===== src/rtl/gpio_pkg.sv =====
// Shared definitions for board GPIO input handling: debounce FSM encoding
// and a millisecond-to-cycle conversion used to size timers.
package gpio_pkg;

  typedef enum logic [1:0] {
    RELEASED   = 2'd0,
    PRESS_PEND = 2'd1,
    PRESSED    = 2'd2,
    REL_PEND   = 2'd3
  } btn_state_t;

  function automatic int unsigned ms_to_cycles(input int unsigned freq, input int unsigned ms);
    return freq / 1000 * ms;
  endfunction

endpackage


===== src/rtl/sync_2ff.sv =====
// Two-flop synchroniser for a single asynchronous input bit.
// RESET_VAL should match the idle level of the pin so reset produces no false edge.
module sync_2ff #(
  parameter logic RESET_VAL = 1'b0
) (
  input  logic clk,
  input  logic rst,
  input  logic d,
  output logic q
);

  logic meta;

  always_ff @(posedge clk or posedge rst) begin
    if (rst) begin
      meta <= RESET_VAL;
      q    <= RESET_VAL;
    end else begin
      meta <= d;
      q    <= meta;
    end
  end

endmodule


===== src/rtl/button_debounce.sv =====
// Push-button reader: synchronises and debounces a raw pin, then reports a clean
// level plus press/release/long-press strobes and a wrapping press counter.
module button_debounce
  import gpio_pkg::*;
#(
  parameter int unsigned CLK_FREQ      = 27_000_000,
  parameter int unsigned DEBOUNCE_MS   = 10,
  parameter int unsigned LONG_PRESS_MS = 1000,
  parameter bit          ACTIVE_LOW    = 1'b1
) (
  input  logic       clk,
  input  logic       rst,
  input  logic       btn_in,
  output logic       btn_level,
  output logic       press_pulse,
  output logic       release_pulse,
  output logic       long_pulse,
  output logic [7:0] press_count
);

  localparam int unsigned DEB_CYCLES  = ms_to_cycles(CLK_FREQ, DEBOUNCE_MS);
  localparam int unsigned LONG_CYCLES = ms_to_cycles(CLK_FREQ, LONG_PRESS_MS);
  localparam int CNT_W  = (DEB_CYCLES  > 1) ? $clog2(DEB_CYCLES)  : 1;
  localparam int LCNT_W = (LONG_CYCLES > 1) ? $clog2(LONG_CYCLES) : 1;
  localparam logic [CNT_W-1:0]  DEB_LAST  = CNT_W'(DEB_CYCLES - 1);
  localparam logic [LCNT_W-1:0] LONG_LAST = LCNT_W'(LONG_CYCLES - 1);

  generate
    if (DEB_CYCLES < 2 || LONG_CYCLES < 2) begin : g_bad_timing
      $error("button_debounce: DEB_CYCLES and LONG_CYCLES must both be >= 2");
    end
  endgenerate

  logic              sync_out;
  logic              raw_p;
  btn_state_t        state;
  logic [CNT_W-1:0]  cnt;
  logic [LCNT_W-1:0] lcnt;
  logic              long_fired;
  logic              held;

  sync_2ff #(
    .RESET_VAL(ACTIVE_LOW)
  ) u_sync (
    .clk(clk),
    .rst(rst),
    .d  (btn_in),
    .q  (sync_out)
  );

  // Normalise polarity so raw_p = 1 means "pressed" regardless of wiring.
  assign raw_p = sync_out ^ ACTIVE_LOW;
  assign held  = (state == PRESSED) || (state == REL_PEND);

  always_ff @(posedge clk or posedge rst) begin
    if (rst) begin
      state         <= RELEASED;
      cnt           <= '0;
      lcnt          <= '0;
      long_fired    <= 1'b0;
      btn_level     <= 1'b0;
      press_pulse   <= 1'b0;
      release_pulse <= 1'b0;
      long_pulse    <= 1'b0;
      press_count   <= 8'd0;
    end else begin
      press_pulse   <= 1'b0;
      release_pulse <= 1'b0;
      long_pulse    <= 1'b0;

      // Hold timer keeps running through release bounces and saturates at threshold.
      if (held && lcnt != LONG_LAST) begin
        lcnt <= lcnt + LCNT_W'(1);
      end
      if (held && lcnt == LONG_LAST && !long_fired) begin
        long_pulse <= 1'b1;
        long_fired <= 1'b1;
      end

      case (state)
        RELEASED: begin
          if (raw_p) begin
            state <= PRESS_PEND;
            cnt   <= '0;
          end
        end
        PRESS_PEND: begin
          if (!raw_p) begin
            state <= RELEASED;
          end else if (cnt == DEB_LAST) begin
            state       <= PRESSED;
            press_pulse <= 1'b1;
            btn_level   <= 1'b1;
            press_count <= press_count + 8'd1;
            lcnt        <= '0;
          end else begin
            cnt <= cnt + CNT_W'(1);
          end
        end
        PRESSED: begin
          if (!raw_p) begin
            state <= REL_PEND;
            cnt   <= '0;
          end
        end
        REL_PEND: begin
          if (raw_p) begin
            state <= PRESSED;
          end else if (cnt == DEB_LAST) begin
            // Release takes priority over a long-press threshold hit on the same edge.
            state         <= RELEASED;
            release_pulse <= 1'b1;
            btn_level     <= 1'b0;
            lcnt          <= '0;
            long_fired    <= 1'b0;
            long_pulse    <= 1'b0;
          end else begin
            cnt <= cnt + CNT_W'(1);
          end
        end
        default: begin
          state <= RELEASED;
        end
      endcase
    end
  end

endmodule


===== config.mk =====
export PLATFORM = sky130hd
export DESIGN_NAME = button_debounce
export DESIGN_NICKNAME = d
export VERILOG_FILES = /design/src/rtl/gpio_pkg.sv /design/src/rtl/sync_2ff.sv /design/src/rtl/button_debounce.sv
export SDC_FILE = /design/constraint.sdc
export NUM_CORES = 1
export LEC_CHECK = 0
export CORE_ASPECT_RATIO = 0.9
export CORE_MARGIN = 1.5
export CORE_UTILIZATION = 35
export DETAILED_ROUTE_END_ITERATION = 8
export DONT_BUFFER_PORTS = 1
export GPL_TIMING_DRIVEN = 1
export PLACE_DENSITY_LB_ADDON = 0.3
export SLEW_MARGIN = 15
export SYNTH_ARGS = -nofsm -noshare
export SYNTH_HDL_FRONTEND = slang
export SYNTH_HIERARCHICAL = 1
export SYNTH_SLANG_ARGS = --single-unit

===== constraint.sdc =====
create_clock -name clk -period 4.1 [get_ports clk]
set_input_delay 0.615 -clock clk [delete_from_list [all_inputs] [get_ports clk]]
set_output_delay 0.615 -clock clk [all_outputs]
set_load 0.005 [all_outputs]

==> results.json <==
{
  "syn_to_final_growth_pct": 9.88,
  "p_leak_uw": 0.00149,
  "maxCapViolations": 0,
  "cts_num_sinks": 61,
  "cp.buffers_inverters": 0,
  "crit_type": "reg2reg",
  "postSynthAreaPerCell_um2": 9.99,
  "cp-startpoint": "cnt[15]$_DFFE_PP0P_",
  "start_kind": "flop",
  "yosys_warnings": 6,
  "crit_arrival_ns": 2.39,
  "initial_core_util_pct": 36.5,
  "crit_chain": "or4b_1 > or3_1 > nor2_4 > nand2_2 > mux2_4",
  "cts_made_buffers": 9,
  "critPathTopFamily": "simple AND/OR/NAND/NOR gates",
  "diodes": 0,
  "reg2regPathDepth": 5,
  "ys_types": 42,
  "hpwl_um": 3890,
  "crit_cells": 5,
  "power_density_mw_per_mm2": 345,
  "synth-seq-cells": 61,
  "syn_inst": 298,
  "htreeDepth": 3,
  "rsz0062_at_grt": "false",
  "post-route-period-util_pct": 52.7,
  "critical_path_required_ns": 4.33,
  "cts_resized": 0,
  "setup_tns_ns": 0,
  "fin_crit_ns": 2.16,
  "worst_pin_slew_ns": 1.06,
  "fillers": 802,
  "ctsHoldBuffers": 0,
  "grt_usage_pct": 14.0,
  "syn_area_mm2": 0.00298,
  "vias_per_cell": 5.04,
  "dieArea_mm2": 0.00907,
  "clock_latency_ns": 0.34,
  "clk_path_buf_depth": 2,
  "path_max_fanout": 7,
  "timing.hold.ws_ns": 0.184,
  "postCtsSetupBuffers": 0,
  "regToRegStartpoint": "cnt[15]$_DFFE_PP0P_",
  "outcome": "finished clean",
  "core_area_mm2": 0.00815,
  "worstReg2RegEnd": "press_count[1]$_DFFE_PP0P_",
  "gp_congestion": 0.813,
  "nNetsFinal": 312,
  "slew_viol_final": 0,
  "place_area_mm2": 0.00309,
  "grt_max_degree": 60,
  "cp-endpoint": "press_count[1]$_DFFE_PP0P_",
  "r2r_slack_ns": 1.94,
  "ir_worst_vdd_mv": 0.221,
  "slowest_stage": "or4b_1",
  "min_path_type": "in2async",
  "cts_tree": "yes",
  "die_w_um": 100,
  "setup_viol": 0,
  "fmax_mhz": 463,
  "critPathCaptureType": "flop",
  "firstDrtPassIters": 4,
  "hold_viol_final": 0,
  "drive_gt1_share_pct": 9.00,
  "stdcell_area_mm2": 0.00327,
  "grt_pass1_wl_um": 10000,
  "final_antenna_net_count": 0,
  "io_pins": 15,
  "port_buffers": 0,
  "cts_root_buf": "clkbuf_8",
  "slew-limit-headroom_pct": 28.8,
  "drtIter0Drc": 57,
  "vias": 2066,
  "antenna_found_initial": 0,
  "crit_path_max_incr_delay_ns": 0.57,
  "clock_skew_ns": 0.00657,
  "routedWlPerCell_um": 13.8,
  "die_h_um": 90.5,
  "wirelength_um": 5660,
  "grt_pass1_vias": 2083,
  "seq_area_frac_synth_pct": 51.4,
  "path_clk_slew_ns": 0.07,
  "grt_remaining_overflow": 0,
  "power_uw": 1130,
  "drc_errors": 0,
  "rows": 31,
  "syn_nets": 304
}
per-layer routing:
metal  track usage [%]  routed length [um]  vias up
li1                  -                   -     1055
met1              17.6                2690      985
met2              22.2                2710       18
met3              5.03                 184        8
met4              4.58                  82        0
met5                 0                   0        -
per-stage QoR:
stage,instances,worst slack [ns],utilization (%)
5_1_grt,410,1.79,40.2
3_3_place_gp,394,1.99,38.0
6_report,410,1.94,40.2
3_5_place_dp,394,1.96,38.0
4_1_cts,410,1.95,40.2
2_1_floorplan,298,2.03,-
sequential cells by signal, indices dropped and copies added (netlist names), named ones only:
register       flops
press_count        8
state              1
long_pulse         1
release_pulse      1
u_sync/q           1
u_sync/meta        1
long_fired         1
btn_level          1
press_pulse        1
cnt               19
lcnt              25
Yosys cell counts:
| library cell | instances | area [um^2] |
|---|---|---|
| o21ai_1 | 1 | 5.00 |
| ha_1 | 3 | 37.5 |
| nand4_1 | 15 | 93.8 |
| xor2_1 | 31 | 272 |
| or4_1 | 4 | 30.0 |
| buf_2 | 3 | 15.0 |
| a211o_1 | 1 | 8.76 |
| a21oi_1 | 6 | 30.0 |
| dfrtp_1 | 59 | 1480 |
| o31ai_1 | 2 | 15.0 |
| nor2_4 | 1 | 11.3 |
| nor2_1 | 48 | 180 |
| nor3_4 | 1 | 16.3 |
| and4_1 | 5 | 43.8 |
| nand3b_1 | 1 | 7.51 |
| nor3b_1 | 1 | 7.51 |
| nor4b_1 | 2 | 17.5 |
| nand4_2 | 1 | 12.5 |
| buf_6 | 1 | 11.3 |
| clkbuf_1 | 3 | 11.3 |
| inv_1 | 7 | 26.3 |
| dfstp_2 | 2 | 52.6 |
| mux2i_1 | 1 | 10.0 |
| or3_1 | 3 | 18.8 |
| mux2_4 | 1 | 15.0 |
| and3_1 | 8 | 50.1 |
| xnor2_1 | 12 | 105 |
| o211ai_1 | 2 | 15.0 |
| and2_1 | 1 | 6.26 |
| or4b_1 | 2 | 20.0 |
| o21a_1 | 3 | 22.5 |
| nand2b_1 | 2 | 12.5 |
| nor4bb_1 | 1 | 10.0 |
| nor2b_1 | 1 | 6.26 |
| o21ai_0 | 6 | 30.0 |
| nor4_1 | 2 | 12.5 |
| nand2_2 | 1 | 6.26 |
| o21bai_2 | 1 | 11.3 |
| o221ai_1 | 1 | 8.76 |
| nor3_1 | 11 | 55.1 |
| nand3_1 | 21 | 105 |
| nand2_1 | 20 | 75.1 |
final cells by class:
cell class,instances,area [um^2],area share [%]
multi-input combinational,223,1380,42.3
timing repair buffer,4,30.0,0.918
sequential,61,1530,46.7
clock buffer,12,155,4.74
tap,99,124,3.79
inverter,7,26.3,0.803
clock inverter,4,22.5,0.689
power breakdown:
| group | internal (uW) | switching (uW) |
|---|---|---|
| Sequential | 610 | 8.73 |
| Combinational | 9.66 | 22.8 |
| Clock | 249 | 228 |
| Total | 869 | 260 |
worst min-delay path by stage:
stage                                 end  slack (ns)  depth (start not counted)
finish                 u_sync/q$_DFF_PP1_        0.18                          1
global route        u_sync/meta$_DFF_PP1_        0.18                          1
CTS                 u_sync/meta$_DFF_PP1_        0.18                          1
detailed placement     u_sync/q$_DFF_PP1_        0.35                          0
global placement       u_sync/q$_DFF_PP1_        0.35                          0
floorplan              u_sync/q$_DFF_PP1_        0.35                          0
kinds of logic (layout without fill, tap and decap cells):
family / after synthesis / after routing / share of synthesized area [%]
compound gates: 23 / 23 / 4.92
mux: 2 / 2 / 0.841
simple gates: 152 / 152 / 26.8
flops: 61 / 61 / 51.4
fa+ha+maj: 3 / 3 / 1.26
buf+inv: 14 / 27 / 2.14
xor+xnor: 43 / 43 / 12.7
layout by cell type (no fill, tap or decap), drive strengths merged, types with 2 or more instances in the layout:
cell	count
dfrtp	59
nor2	49
xor2	31
nand3	21
nand2	21
nand4	16
xnor2	12
nor3	12
clkbuf	12
and3	8
inv	7
o21ai	7
a21oi	6
and4	5
or4	4
buf	4
or3	3
o21a	3
ha	3
clkinv	3
or4b	2
nor4b	2
nor4	2
nand2b	2
o31ai	2
o211ai	2
dfstp	2
No activity file was read; power rests on OpenSTA's default activity.
